<file path="src/rtl/jtag_debug_sys_instr_trace_fifo_if.sv">
// ----------------------------------------------------------------------------
// jtag_debug_sys_instr_trace_fifo_if
// Purpose : bundles the core-side capture inputs, the host-side pop/clear
//           controls and the trace FIFO status outputs.
// Signals : capture_en, instr_valid, instr[31:0], pop_level, clear  (to FIFO)
//           trace_out[10:0], count[ADDR_W:0], overflow            (from FIFO)
// Modports: slave  - the trace FIFO itself
//           master - whatever drives the core/host side (core + PIO, or a bench)
// ----------------------------------------------------------------------------
interface jtag_debug_sys_instr_trace_fifo_if #(
    parameter int ADDR_W = 4
);
    logic              capture_en;
    logic              instr_valid;
    logic [31:0]       instr;
    logic              pop_level;
    logic              clear;
    logic [10:0]       trace_out;
    logic [ADDR_W:0]   count;
    logic              overflow;

    modport slave (
        input  capture_en,
        input  instr_valid,
        input  instr,
        input  pop_level,
        input  clear,
        output trace_out,
        output count,
        output overflow
    );

    modport master (
        output capture_en,
        output instr_valid,
        output instr,
        output pop_level,
        output clear,
        input  trace_out,
        input  count,
        input  overflow
    );
endinterface

</file>
<file path="src/rtl/jtag_debug_sys_instr_trace_fifo.sv">
// ----------------------------------------------------------------------------
// jtag_debug_sys_instr_trace_fifo
// Purpose : compresses each issued 32-bit instruction to an 11-bit trace word
//           {gap, funct3, opcode} and queues it for a JTAG debug host that
//           reads the head through a PIO and advances the queue by toggling
//           pop_level.
// Ports   : clk    - system clock, rising edge
//           reset  - synchronous, active-high
//           bus    - slave modport: capture_en, instr_valid, instr, pop_level,
//                    clear in; trace_out, count, overflow out (all registered)
// ----------------------------------------------------------------------------
module jtag_debug_sys_instr_trace_fifo #(
    parameter int DEPTH  = 16,
    parameter int ADDR_W = 4
) (
    input  logic clk,
    input  logic reset,
    jtag_debug_sys_instr_trace_fifo_if.slave bus
);

    localparam logic [ADDR_W:0] FULL_CNT = (ADDR_W + 1)'(DEPTH);

    logic [10:0]       mem [DEPTH];
    logic [ADDR_W-1:0] wr_ptr;
    logic [ADDR_W-1:0] rd_ptr;
    logic [ADDR_W:0]   count_q;
    logic [10:0]       trace_q;
    logic              overflow_q;
    logic              gap_pend;
    logic              pop_d;

    logic              push_req;
    logic              pop_pulse;
    logic              full;
    logic              empty;
    logic              do_push;
    logic              do_pop;
    logic              drop;
    logic [10:0]       word;

    // Only opcode, funct3 and the length bits feed the trace word.
    logic              unused_instr_bits;
    assign unused_instr_bits = ^{bus.instr[31:15], bus.instr[11:7]};

    always_comb begin
        push_req  = bus.instr_valid & bus.capture_en & (bus.instr[1:0] == 2'b11);
        pop_pulse = bus.pop_level & ~pop_d;
        full      = (count_q == FULL_CNT);
        empty     = (count_q == '0);
        // A pop while empty is simply lost; a pop while full makes room for
        // a same-edge push.
        do_pop    = pop_pulse & ~empty;
        do_push   = push_req & (~full | pop_pulse);
        drop      = push_req & full & ~pop_pulse;
        word      = {gap_pend, bus.instr[14:12], bus.instr[6:0]};
    end

    always_ff @(posedge clk) begin
        if (reset) begin
            wr_ptr     <= '0;
            rd_ptr     <= '0;
            count_q    <= '0;
            trace_q    <= '0;
            overflow_q <= 1'b0;
            gap_pend   <= 1'b0;
            // Starting high means a level already high at release is not an edge.
            pop_d      <= 1'b1;
        end else begin
            pop_d <= bus.pop_level;
            if (bus.clear) begin
                wr_ptr     <= '0;
                rd_ptr     <= '0;
                count_q    <= '0;
                trace_q    <= '0;
                overflow_q <= 1'b0;
                gap_pend   <= 1'b0;
            end else begin
                // Head is sampled from the registered pointer/count, giving the
                // one-cycle lag of trace_out behind count.
                trace_q <= empty ? 11'h000 : mem[rd_ptr];
                if (do_push) begin
                    wr_ptr   <= wr_ptr + 1'b1;
                    gap_pend <= 1'b0;
                end
                if (do_pop) begin
                    rd_ptr <= rd_ptr + 1'b1;
                end
                if (drop) begin
                    overflow_q <= 1'b1;
                    gap_pend   <= 1'b1;
                end
                case ({do_push, do_pop})
                    2'b10:   count_q <= count_q + 1'b1;
                    2'b01:   count_q <= count_q - 1'b1;
                    default: count_q <= count_q;
                endcase
            end
        end
    end

    always_ff @(posedge clk) begin
        if (!reset && !bus.clear && do_push) begin
            mem[wr_ptr] <= word;
        end
    end

    assign bus.trace_out = trace_q;
    assign bus.count     = count_q;
    assign bus.overflow  = overflow_q;

endmodule
</file>
<file path="src/flat_wrapper.sv">
// flat-port wrapper written by rule: the top's interface ports become plain ports
module jtag_debug_sys_instr_trace_fifo_flat 
#(
    parameter int DEPTH  = 16,
    parameter int ADDR_W = 4
)
  (clk, reset, bus_capture_en, bus_instr_valid, bus_instr, bus_pop_level, bus_clear, bus_trace_out, bus_count, bus_overflow);
  jtag_debug_sys_instr_trace_fifo_if #(.ADDR_W(ADDR_W)) bus_i ();
  input  logic clk;
  input  logic reset;
  input wire logic [$bits(bus_i.capture_en)-1:0] bus_capture_en;
  input wire logic [$bits(bus_i.instr_valid)-1:0] bus_instr_valid;
  input wire logic [$bits(bus_i.instr)-1:0] bus_instr;
  input wire logic [$bits(bus_i.pop_level)-1:0] bus_pop_level;
  input wire logic [$bits(bus_i.clear)-1:0] bus_clear;
  output wire logic [$bits(bus_i.trace_out)-1:0] bus_trace_out;
  output wire logic [$bits(bus_i.count)-1:0] bus_count;
  output wire logic [$bits(bus_i.overflow)-1:0] bus_overflow;
  assign bus_i.capture_en = bus_capture_en;
  assign bus_i.instr_valid = bus_instr_valid;
  assign bus_i.instr = bus_instr;
  assign bus_i.pop_level = bus_pop_level;
  assign bus_i.clear = bus_clear;
  assign bus_trace_out = bus_i.trace_out;
  assign bus_count = bus_i.count;
  assign bus_overflow = bus_i.overflow;
  jtag_debug_sys_instr_trace_fifo #(.DEPTH(DEPTH), .ADDR_W(ADDR_W)) u_core (.clk(clk), .reset(reset), .bus(bus_i));
endmodule
</file>
<file path="config.mk">
export PLATFORM = sky130hd
export DESIGN_NAME = jtag_debug_sys_instr_trace_fifo_flat
export DESIGN_NICKNAME = d
export VERILOG_FILES = /design/src/rtl/jtag_debug_sys_instr_trace_fifo_if.sv /design/src/rtl/jtag_debug_sys_instr_trace_fifo.sv /design/src/flat_wrapper.sv
export SDC_FILE = /design/constraint.sdc
export NUM_CORES = 1
export LEC_CHECK = 0
export CAP_MARGIN = 20
export CORE_UTILIZATION = 43
export CTS_BUF_LIST = sky130_fd_sc_hd__clkbuf_4 sky130_fd_sc_hd__clkbuf_8
export CTS_CLUSTER_SIZE = 40
export DETAILED_ROUTE_END_ITERATION = 12
export SLEW_MARGIN = 20
export SYNTH_ARGS = -nofsm -noshare
export SYNTH_HDL_FRONTEND = slang
export SYNTH_SLANG_ARGS = --single-unit
</file>
<file path="constraint.sdc">
create_clock -name clk -period 3.5 [get_ports clk]
set_input_delay 0.7 -clock clk [delete_from_list [all_inputs] [get_ports clk]]
set_output_delay 0.7 -clock clk [all_outputs]
set_load 0.05 [all_outputs]
</file>
* Word level (Yosys, flattened, before mapping)
Memory sizes are Yosys's and may differ from the RTL's. A register that Yosys moved wholly into a read port is not among the register bits.
Cells that the tools add are included.
** Storage, ports and cells
- Register bits after elaboration :: 16
- RAM bits :: 176
- Input bits :: 38
- Output and inout bits :: 17
- Word-level logic and storage cells :: 41
- Memories kept :: 1
** Memory list
- u_core.mem :: words 16, bits a word 11, rd ports 1, clocked after Yosys merged registers in 1, write ports 1, RTL line jtag_debug_sys_instr_trace_fifo.sv:23 : logic [10:0] mem [DEPTH];
** Cells by class
- $add $sub $neg :: 4
- Eq/ne operators :: 4
- Mux-type cells :: 5
- Bitwise operators :: 12
- Reductions and logical operators :: 9
** Operators with widths (number)
- 5-bit case mux with 2 select lines :: 1
- 4-bit by 1-bit adder with 4-bit output (second input constant) :: 2
- 1-bit bitwise AND :: 7
- 5-bit by 1-bit adder with 5-bit output (second input constant) :: 1
- 5-bit == test (second input constant) :: 1
- 5-bit logical NOT :: 1
- 5-bit by 1-bit subtractor with 5-bit output (second input constant) :: 1
- 2-bit == test (second input constant) :: 2
- 1-bit 2-to-1 mux :: 4
- 1-bit inverter :: 4
- 2-bit nonzero test :: 2
- 3-bit OR reduction :: 1
- 2-bit by 1-bit == test with 1-bit output (second input constant) :: 1
- 1-bit logical AND :: 2
- 1-bit logical NOT :: 2
- 2-bit OR reduction :: 1
- 1-bit OR :: 1

* Depth between registers and ports, before layout
Gate-level depths: netlist (run 1).
- Word-level depth :: 7
- Gate-level depth with buffers :: 13
- Gate-level depth less buffers :: 10

* Worst setup path after synthesis (run 1)
Ideal clock, no wire load.
- Path type :: register to register
- Start :: reg u_core.count_q[1] (netlist: u_core.bus.count[1])
- End :: reg u_core.count_q[4] (netlist: u_core.bus.count[4])
- Library setup time :: 0.128 ns
- Arrival :: 3.156 ns
- Required time :: 3.372 ns
- Path slack :: 0.216 ns
- Stages on the path, launching flop included :: 14
- Buffers on the path :: 3
- Period minus slack after synthesis :: 3.284 ns
- Cells stage by stage :: dfxtp_1 -> or4_1 -> buf_6 -> o31a_1 -> buf_6 -> inv_1 -> ha_1 -> clkbuf_1 -> xor2_1 -> ha_1 -> a21oi_1 -> a221oi_1 -> mux2i_1 -> nand4_1
** Between the ends
- Word-level cells in the longest chain between the ends :: 6
- Elaborated cells between the ends (all ways) :: 13
** Ends and longest elaborated chain
- start, declared :: RTL line jtag_debug_sys_instr_trace_fifo.sv:26 : logic [ADDR_W:0] count_q;
- start signal, assigned :: RTL line jtag_debug_sys_instr_trace_fifo.sv:93 : 2'b10: count_q <= count_q + 1'b1;
- start signal, assigned :: RTL line jtag_debug_sys_instr_trace_fifo.sv:94 : 2'b01: count_q <= count_q - 1'b1;
- start signal, assigned :: RTL line jtag_debug_sys_instr_trace_fifo.sv:95 : default: count_q <= count_q;
- 5-bit == test :: RTL line jtag_debug_sys_instr_trace_fifo.sv:48 : full = (count_q == FULL_CNT);
- 1-bit inverter :: RTL line jtag_debug_sys_instr_trace_fifo.sv:53 : do_push = push_req & (~full | pop_pulse);
- 1-bit OR :: RTL line jtag_debug_sys_instr_trace_fifo.sv:53
- 1-bit bitwise AND :: RTL line jtag_debug_sys_instr_trace_fifo.sv:53
- 2-bit by 1-bit == test with 1-bit output / 2-bit == test (equally long branches) :: RTL line jtag_debug_sys_instr_trace_fifo.sv:92 : case ({do_push, do_pop})
- 5-bit case mux with 2 select lines / 2-bit nonzero test (equally long branches)
Parallel ways exist; a longest one is shown, timed or not.
A chain may end at the register's enable or synchronous reset.

* Final worst setup path (run 1)
Ends and elaborated chain as after synthesis.

==> impl_results.md, run 1 <==
* Run status: complete, no violations
* Count of final hold-check violations at 0
* CTS tree: built
* Number of hold buffers added after cts at 0
* Static Leak at ~3 nW
* Yosys top cell by area: sky130_fd_sc_hd__edfxtp_1
* Number of synthesized register bits at approximately 200
* Worst-margin pin slew at 1.061 ns
* Peak ir drop on the vdd network at around 240 uV
* Setup TNS at 0 ns
* Power density relative to cell area at 507.9 nW/um2
* Path depth of the worst reg2reg path at 10
* Worst skew pair latency at 0.51 ns
* Initial antenna violation count at 1
* Largest net degree at the start of global routing at 35
* Post-synth top area share at 66.68%
* Row cnt at 49
* WL/cell at 22.33 um
* Max-slew headroom at the worst pin at 29.15%
* Critical Path Start Type: flip-flop
* Die height at between 100 and 150 um
* Achievable clock frequency at slightly above 0.3 GHz
* Path category of the worst min-delay check: flip-flop to flip-flop
* Final Core Density at 52.23%
* Total nets after synthesis at approximately 460
* Class of the most critical setup path: flip-flop to flip-flop
* Vias per std cell at about 5.4
* Total Routing Usage GR at roughly a fifth
* Final Wtd Congestion at 0.7721
* Total half-perimeter wirelength after legalization and detailed placement at 9.970 mm
* Required time at the endpoint of the critical path at 3.87 ns
* Share of the clock period used by the worst path after layout at between 90 and 100%
* Clock transition at the registers of the reported paths at 0.05 ns
* Number of port buffers at 32
* Startpoint of the lowest-slack register-to-register path: u_core.bus.count[1]
* Max Root-Sink Buffers at 3
* Proportion of layout cells with a drive suffix above 1 at between 20 and 30%
* Worst flop-to-flop path endpoint: u_core.bus.count[4]
* Vias after detailed routing at 4063
* Number of cells upsized or downsized after cts at 0
* DRC Markers at 0
* Number of iterations in the first detailed-routing pass at 4
* Maximum net fanout on the critical path at 11
* Layout-stage area growth over the synthesis result at 18.77%
* Hold Path Sink: u_core.bus.overflow
* Hold path startpoint: u_core.bus.overflow
* Total routed wirelength at between 15 and 20 mm
* Root Buffer Master: sky130_fd_sc_hd__clkbuf_8
* Sequential-to-total area share from yosys stat at around three quarters
* Final Max Slew Viols at 0
* Per-instance average area after synthesis at about 19 um2
* Core outline area at 18020 um2
* Number of setup violations in the final report at 0
* Starting utilization of the core area at 43.97%
* RSZ-0062 raised after global routing: false
* Number of instances in the synthesized netlist at 411
* Count of pins on the block boundary at 55
* Hold depth at 2
* Total setup buffers inserted after CTS at 0
* Register-to-register setup slack at between 0.2 and 0.3 ns
* Post-synthesis instance area at about 8000 um2
* Crit. End Element: flip-flop
* Die width at approximately 140 um
* Number of clock buffers inserted by TritonCTS at 36
* H-tree levels at 2
* Area of the die at 18980 um2
* Count of yosys warnings during synthesis at 0
* Data arrival at the endpoint of the critical path at approximately 3.6 ns
* First-pass GRT wire length at 25.13 mm
* Top area cells in the synthesized netlist: sky130_fd_sc_hd__edfxtp_1 (67%), sky130_fd_sc_hd__mux4_2 (13%), sky130_fd_sc_hd__dfxtp_1 (6.8%)
* Number of global-route vias before repair at around 4400
* Total overflow reported by the global router at 0
* CTS Sinks at around 200
* First DRT Iteration DRCs at 301
* Post-detailed-route count of antenna-violating nets at 0
* Max-capacitance violation count at 0
* Count of different cell masters after synthesis at 41
* Skew final at 0.009961 ns
* Nets at between 500 and 600
* Clock period minus worst slack at about 3.2 ns
## metrics by stage
stage / cell area (um2) / hold slack (ns) / std cells / total power, mW / worst slack [ns]
2_1_floorplan: 7926 / 0.4653 / 411 / 2.697 / 0.2162
3_3_place_gp: 8716 / 0.4590 / 683 / 2.742 / 0.1392
3_5_place_dp: 8716 / 0.4801 / 683 / 2.746 / 0.01339
4_1_cts: 9412 / 0.4992 / 747 / 4.840 / 0.2654
5_1_grt: 9412 / 0.5375 / 747 / 4.957 / 0.08522
6_report: 9414 / 0.4864 / 748 / 4.781 / 0.2729
## routing by layer
| layer | track usage (%) | share of wire (%) |
|---|---|---|
| met3 | 4.709 | 6.4 |
| met4 | 5.978 | 1.8 |
| met2 | 31.66 | 50 |
| met5 | 0 | 0 |
| met1 | 24.15 | 42 |
## worst max-delay path: stages, from the launching register on
cell	delay (ns)
sky130_fd_sc_hd__dfxtp_1	0.38
sky130_fd_sc_hd__or4_1	0.71
sky130_fd_sc_hd__o31a_1	0.36
sky130_fd_sc_hd__inv_1	0.08
sky130_fd_sc_hd__ha_1	0.35
sky130_fd_sc_hd__xor2_1	0.18
sky130_fd_sc_hd__ha_1	0.19
sky130_fd_sc_hd__a21oi_1	0.07
sky130_fd_sc_hd__a221oi_1	0.43
sky130_fd_sc_hd__mux2i_1	0.25
sky130_fd_sc_hd__nand4_1	0.10
## power by group
group	switching, mW	leakage (nW)	total (mW)	internal [mW]
combinational	0.0421	0.844	0.0669	0.0247
sequential	0.00182	1.78	2.63	2.63
clock	0.886	0.374	2.09	1.20
total	0.930	3.00	4.78	3.85
## worst max-delay path by stage
stage | cells after the start | to | start | slack (ns)
finish | 10 | u_core.bus.count[4] | u_core.bus.count[1] | 0.27
global route | 10 | u_core.bus.count[4] | u_core.bus.count[1] | 0.09
CTS | 10 | u_core.bus.count[4] | u_core.bus.count[1] | 0.27
detailed placement | 11 | u_core.bus.count[4] | bus_instr[1] | 0.01
global placement | 11 | u_core.bus.count[4] | bus_instr[1] | 0.14
floorplan | 13 | u_core.bus.count[4] | u_core.bus.count[1] | 0.22
## cells by family (layout without fill, tap and decap cells)
family	count (synthesis)	count (layout)	synth area share, %
AO/OA/AOI/OAI	30	30	2.810
XOR/XNOR	7	7	0.7735
adder cells (fa/ha/maj)	9	9	1.421
buffers and inverters	28	135	1.642
flip-flops	203	203	73.50
multiplexers	70	70	15.79
other	0	1	0
AND/OR/NAND/NOR	64	64	4.073
## state kept, by name, summed over array words and instances (netlist names)
signal                flops
u_core.bus.overflow       1
u_core.bus.trace_out     11
u_core.bus.count          5
u_core.mem              176
u_core.gap_pend           1
u_core.wr_ptr             4
u_core.pop_d              1
u_core.rd_ptr             4
## synthesized netlist by cell type
library cell / count
sky130_fd_sc_hd__a21o_1: 1
sky130_fd_sc_hd__xor2_1: 5
sky130_fd_sc_hd__buf_2: 8
sky130_fd_sc_hd__a31o_1: 1
sky130_fd_sc_hd__mux4_2: 44
sky130_fd_sc_hd__or2_2: 3
sky130_fd_sc_hd__dfxtp_1: 27
sky130_fd_sc_hd__xnor2_1: 2
sky130_fd_sc_hd__o31a_1: 1
sky130_fd_sc_hd__nor3b_1: 2
sky130_fd_sc_hd__o311ai_4: 1
sky130_fd_sc_hd__nand4_1: 1
sky130_fd_sc_hd__and4_1: 1
sky130_fd_sc_hd__a211oi_1: 1
sky130_fd_sc_hd__o21ai_2: 1
sky130_fd_sc_hd__o211ai_1: 3
sky130_fd_sc_hd__or4_1: 3
sky130_fd_sc_hd__nand4b_1: 1
sky130_fd_sc_hd__nor2b_1: 1
sky130_fd_sc_hd__nor2_1: 30
sky130_fd_sc_hd__nor3_1: 2
sky130_fd_sc_hd__and4b_1: 1
sky130_fd_sc_hd__clkbuf_1: 11
sky130_fd_sc_hd__nand3_1: 7
sky130_fd_sc_hd__buf_6: 2
sky130_fd_sc_hd__inv_1: 6
sky130_fd_sc_hd__o2111a_1: 1
sky130_fd_sc_hd__o22ai_1: 11
sky130_fd_sc_hd__and4bb_2: 1
sky130_fd_sc_hd__a21oi_1: 3
sky130_fd_sc_hd__buf_1: 1
sky130_fd_sc_hd__a21oi_2: 1
sky130_fd_sc_hd__or3_1: 3
sky130_fd_sc_hd__ha_1: 9
sky130_fd_sc_hd__mux2i_1: 26
sky130_fd_sc_hd__nand2_1: 6
sky130_fd_sc_hd__a221oi_1: 1
sky130_fd_sc_hd__edfxtp_1: 176
sky130_fd_sc_hd__or3b_2: 1
sky130_fd_sc_hd__and3_1: 1
sky130_fd_sc_hd__o21ai_0: 4
## cell usage in the layout (no fill, tap or decap), types with 4 or more instances in the layout
cell,instances
sky130_fd_sc_hd__buf_4,30
sky130_fd_sc_hd__clkbuf_4,17
sky130_fd_sc_hd__clkbuf_8,39
sky130_fd_sc_hd__clkdlybuf4s50_1,32
sky130_fd_sc_hd__clkinv_1,7
sky130_fd_sc_hd__dfxtp_1,25
sky130_fd_sc_hd__edfxtp_1,176
sky130_fd_sc_hd__ha_1,9
sky130_fd_sc_hd__inv_1,6
sky130_fd_sc_hd__mux2i_1,26
sky130_fd_sc_hd__mux4_2,44
sky130_fd_sc_hd__nand2_1,6
sky130_fd_sc_hd__nand3_1,7
sky130_fd_sc_hd__nor2_1,30
sky130_fd_sc_hd__o21ai_0,4
sky130_fd_sc_hd__o22ai_1,11
sky130_fd_sc_hd__xor2_1,5
## final cells by class
class	count	area [um2]
diodes	1	2.502
clock buffers	56	664.4
clock inverters	8	31.28
fillers	1503	8611
inverters	6	22.52
multi-input cells	180	1971
flip-flops and latches	203	5831
well taps	229	286.5
repair buffers	65	605.6
Note: power is estimated with default switching activity, not from simulation.
==> inputs of run 2 (changes only) <==
Settings changed: ABC_CLOCK_PERIOD_IN_PS from default to 3500.
==> results of run 2 <==
No change in the layout: final DEF, timing and power equal those of run 1.
==> inputs of run 3 (changes only) <==
Settings changed: CORE_MARGIN from default to 8.
==> run 3 against run 2 <==
Utilization grew 0.17 points; worst setup slack gained 0.21 ns; flip-flop and latch count is the same; fmax grew 7.0%; clock skew grew 0.0066 ns; clock power grew 3%; critical path depth is the same; register-to-register slack gained 0.21 ns; via count shrank 0.49%; first-iteration DRC count shrank 11%; critical endpoint unchanged; largest cell class unchanged.
==> impl_results.md, run 3 (synthesized netlist as in run 1, its figures left out) <==
* Run status: complete, no violations (unchanged)
* Fill count at 1494 (was 1503)
* Sum of buffers and inverters on the critical path at 1 (unchanged)
* RSZ-0062 raised after global routing: false (unchanged)
* Placed cell areas at 8721 um2 (was 8716 um2)
* Row cnt at 49 (unchanged)
* Total Routing Usage GR at 14.78% (was 18.90%)
* Max Root-Sink Buffers at 3 (unchanged)
* Starting utilization of the core area at 43.97% (unchanged)
* Count of final hold-check violations at 0 (unchanged)
* Vias per std cell at 5.391 (was 5.432)
* Skew final at 0.01657 ns (was 0.009961 ns)
* Max-capacitance violation count at 0 (unchanged)
* Crit. End Element: flip-flop (unchanged)
* Nets at 542 (was 539)
* Number of stages on the worst setup path at 10 (unchanged)
* Post-Route M1 WL at 7.137 mm (was 7.065 mm)
* Post-detailed-route count of antenna-violating nets at 0 (unchanged)
* Power density relative to cell area at 514.3 nW/um2 (was 507.9 nW/um2)
* Max-slew headroom at the worst pin at 24.09% (was 29.15%)
* Number of setup violations in the final report at 0 (unchanged)
* CTS tree: built (unchanged)
* Post-Place Setup Slack at 0.004019 ns (was 0.01339 ns)
* Vias after detailed routing at 4043 (was 4063)
* Die height at 151.8 um (was 137.8 um)
* Root Buffer Master: sky130_fd_sc_hd__clkbuf_8 (unchanged)
* H-tree levels at 2 (unchanged)
* Cell Chain, Critical Path: or4_1 > o31a_1 > inv_1 > ha_1 > xor2_1 > ha_1 > a21oi_1 > a221oi_1 > mux2i_1 > nand4_1 (unchanged)
* Most common cell after layout, fill and taps aside: sky130_fd_sc_hd__edfxtp_1 (unchanged)
* Final Max Slew Viols at 0 (unchanged)
* Total setup buffers inserted after CTS at 0 (unchanged)
* Share of the clock period used by the worst path after layout at 86.17% (was 92.20%)
* Number of hold buffers added after cts at 0 (unchanged)
* Slowest cell on crit path: sky130_fd_sc_hd__or4_1 (unchanged)
* Clock period minus worst slack at 3.016 ns (was 3.227 ns)
* Final Wtd Congestion at 0.7574 (was 0.7721)
* Commonest cells after routing, fill and taps aside: sky130_fd_sc_hd__edfxtp_1 (176), sky130_fd_sc_hd__mux4_2 (44), sky130_fd_sc_hd__clkbuf_8 (41), sky130_fd_sc_hd__buf_4 (36), sky130_fd_sc_hd__clkdlybuf4s50_1 (32) (was sky130_fd_sc_hd__edfxtp_1 (176), sky130_fd_sc_hd__mux4_2 (44), sky130_fd_sc_hd__clkbuf_8 (39), sky130_fd_sc_hd__clkdlybuf4s50_1 (32))
* Routed length on met3 at 849 um (was 1.068 mm)
* Worst Slack Setup Final at 0.4839 ns (was 0.2729 ns)
* Class of the most critical setup path: flip-flop to flip-flop (unchanged)
* Proportion of layout cells with a drive suffix above 1 at 28.60% (was 27.80%)
* Final instance area at 9444 um2 (was 9414 um2)
* Static Leak at 3.025 nW (was 2.996 nW)
* Data arrival at the endpoint of the critical path at 3.39 ns (was 3.60 ns)
* Delay-heaviest family, CP: compound AO/OA/AOI/OAI gates (unchanged)
* Setup TNS at 0 ns (unchanged)
* Top cell by count, worst path: sky130_fd_sc_hd__ha_1 (unchanged)
* First DRT Iteration DRCs at 267 (was 301)
* Number of port buffers at 32 (unchanged)
* Total routed wirelength at 16.03 mm (was 16.70 mm)
* Register ranked first by flip-flop count: u_core.mem (unchanged)
* WL/cell at 21.37 um (was 22.33 um)
* Required time at the endpoint of the critical path at 3.87 ns (about the same)
* Path category of the worst min-delay check: flip-flop to flip-flop (unchanged)
* Number of iterations in the first detailed-routing pass at 5 (was 4)
* Core outline area at 18020 um2 (unchanged)
* Number of clock buffers inserted by TritonCTS at 35 (was 36)
* Worst skew pair latency at 0.50 ns (was 0.51 ns)
* Count of pins on the block boundary at 55 (unchanged)
* Total half-perimeter wirelength after legalization and detailed placement at 10.20 mm (was 9.970 mm)
* Met2 routed wirelength at 7.729 mm (was 8.269 mm)
* Number of global-route vias before repair at 4410 (was 4356)
* Number of cells upsized or downsized after cts at 0 (unchanged)
* Area of the die at 23030 um2 (was 18980 um2)
* Clock transition at the registers of the reported paths at 0.06 ns (was 0.05 ns)
* Peak ir drop on the vdd network at 256.8 uV (was 235.1 uV)
* CTS Sinks at 203 (unchanged)
* Delay of the slowest cell on the worst path at 0.56 ns (was 0.71 ns)
* Number of inserted diodes at 0 (was 1)
* First-pass GRT wire length at 25.11 mm (was 25.13 mm)
* Highest metal layer with signal wires: met4 (unchanged)
* Hold depth at 2 (unchanged)
* Largest net degree at the start of global routing at 27 (was 35)
* Achievable clock frequency at 0.3316 GHz (was 0.3099 GHz)
* Maximum net fanout on the critical path at 11 (unchanged)
* Path depth of the worst reg2reg path at 10 (unchanged)
* Total overflow reported by the global router at 0 (unchanged)
* Number of flip-flops under the largest register name at 176 (unchanged)
* Final Core Density at 52.39% (was 52.23%)
* Layout-stage area growth over the synthesis result at 19.15% (was 18.77%)
* Die width at 151.8 um (was 137.8 um)
* Initial antenna violation count at 0 (was 1)
* Critical Path Start Type: flip-flop (unchanged)
* Worst-margin pin slew at 1.137 ns (was 1.061 ns)
* DRC Markers at 0 (unchanged)
run 3: cell count changes in the layout (fill, tap and decap cells not counted), sizes merged:
cell	change
diode	-1
buf	+4
clkinv	+1
bufinv	+1
clkbuf	-3
run 3: layer usage:
metal  vias to the layer above  track usage (%)
met1                      2080            19.28
met3                        27            3.237
met5                         -                0
met2                        97            23.87
met4                         0            5.585
li1                       1839                -
run 3: area by class of cell:
class / instances / area [um2] / area share, %
clock buffer: 53 / 654.4 / 6.929
multi-input combinational: 180 / 1971 / 20.87
sequential: 203 / 5831 / 61.74
inverter: 6 / 22.52 / 0.2385
tap: 229 / 286.5 / 3.034
timing repair buffer: 69 / 610.6 / 6.465
clock inverter: 10 / 68.82 / 0.7287
run 3: path summary, 6_finish.rpt:
kind,from,to,slack [ns]
worst max-delay path,u_core.bus.count[1],u_core.bus.count[4],0.48
worst min-delay path,u_core.bus.overflow,u_core.bus.overflow,0.48
worst max register to register,u_core.bus.count[1],u_core.bus.count[4],0.48
worst min register to register,u_core.bus.overflow,u_core.bus.overflow,0.48
run 3: power breakdown:
part / internal [mW] / switching (mW) / total [mW]
logic: 0.0251 / 0.0445 / 0.0696
clock network: 1.27 / 0.893 / 2.16
registers: 2.63 / 0.00186 / 2.63
run 3: worst register-to-register path, cell delays in order (launching register included):
cell	delay, ns
sky130_fd_sc_hd__dfxtp_1	0.38
sky130_fd_sc_hd__or4_1	0.56
sky130_fd_sc_hd__o31a_1	0.32
sky130_fd_sc_hd__inv_1	0.08
sky130_fd_sc_hd__ha_1	0.35
sky130_fd_sc_hd__xor2_1	0.20
sky130_fd_sc_hd__ha_1	0.19
sky130_fd_sc_hd__a21oi_1	0.07
sky130_fd_sc_hd__a221oi_1	0.42
sky130_fd_sc_hd__mux2i_1	0.24
sky130_fd_sc_hd__nand4_1	0.09
run 3: stage by stage:
| stage | hold WS, ns | std cells | total power, mW |
|---|---|---|---|
| 2_1_floorplan | 0.4653 | 411 | 2.697 |
| 6_report | 0.4752 | 750 | 4.857 |
| 4_1_cts | 0.4839 | 750 | 4.917 |
| 3_3_place_gp | 0.4614 | 687 | 2.746 |
| 5_1_grt | 0.5118 | 750 | 5.027 |
| 3_5_place_dp | 0.4658 | 687 | 2.749 |
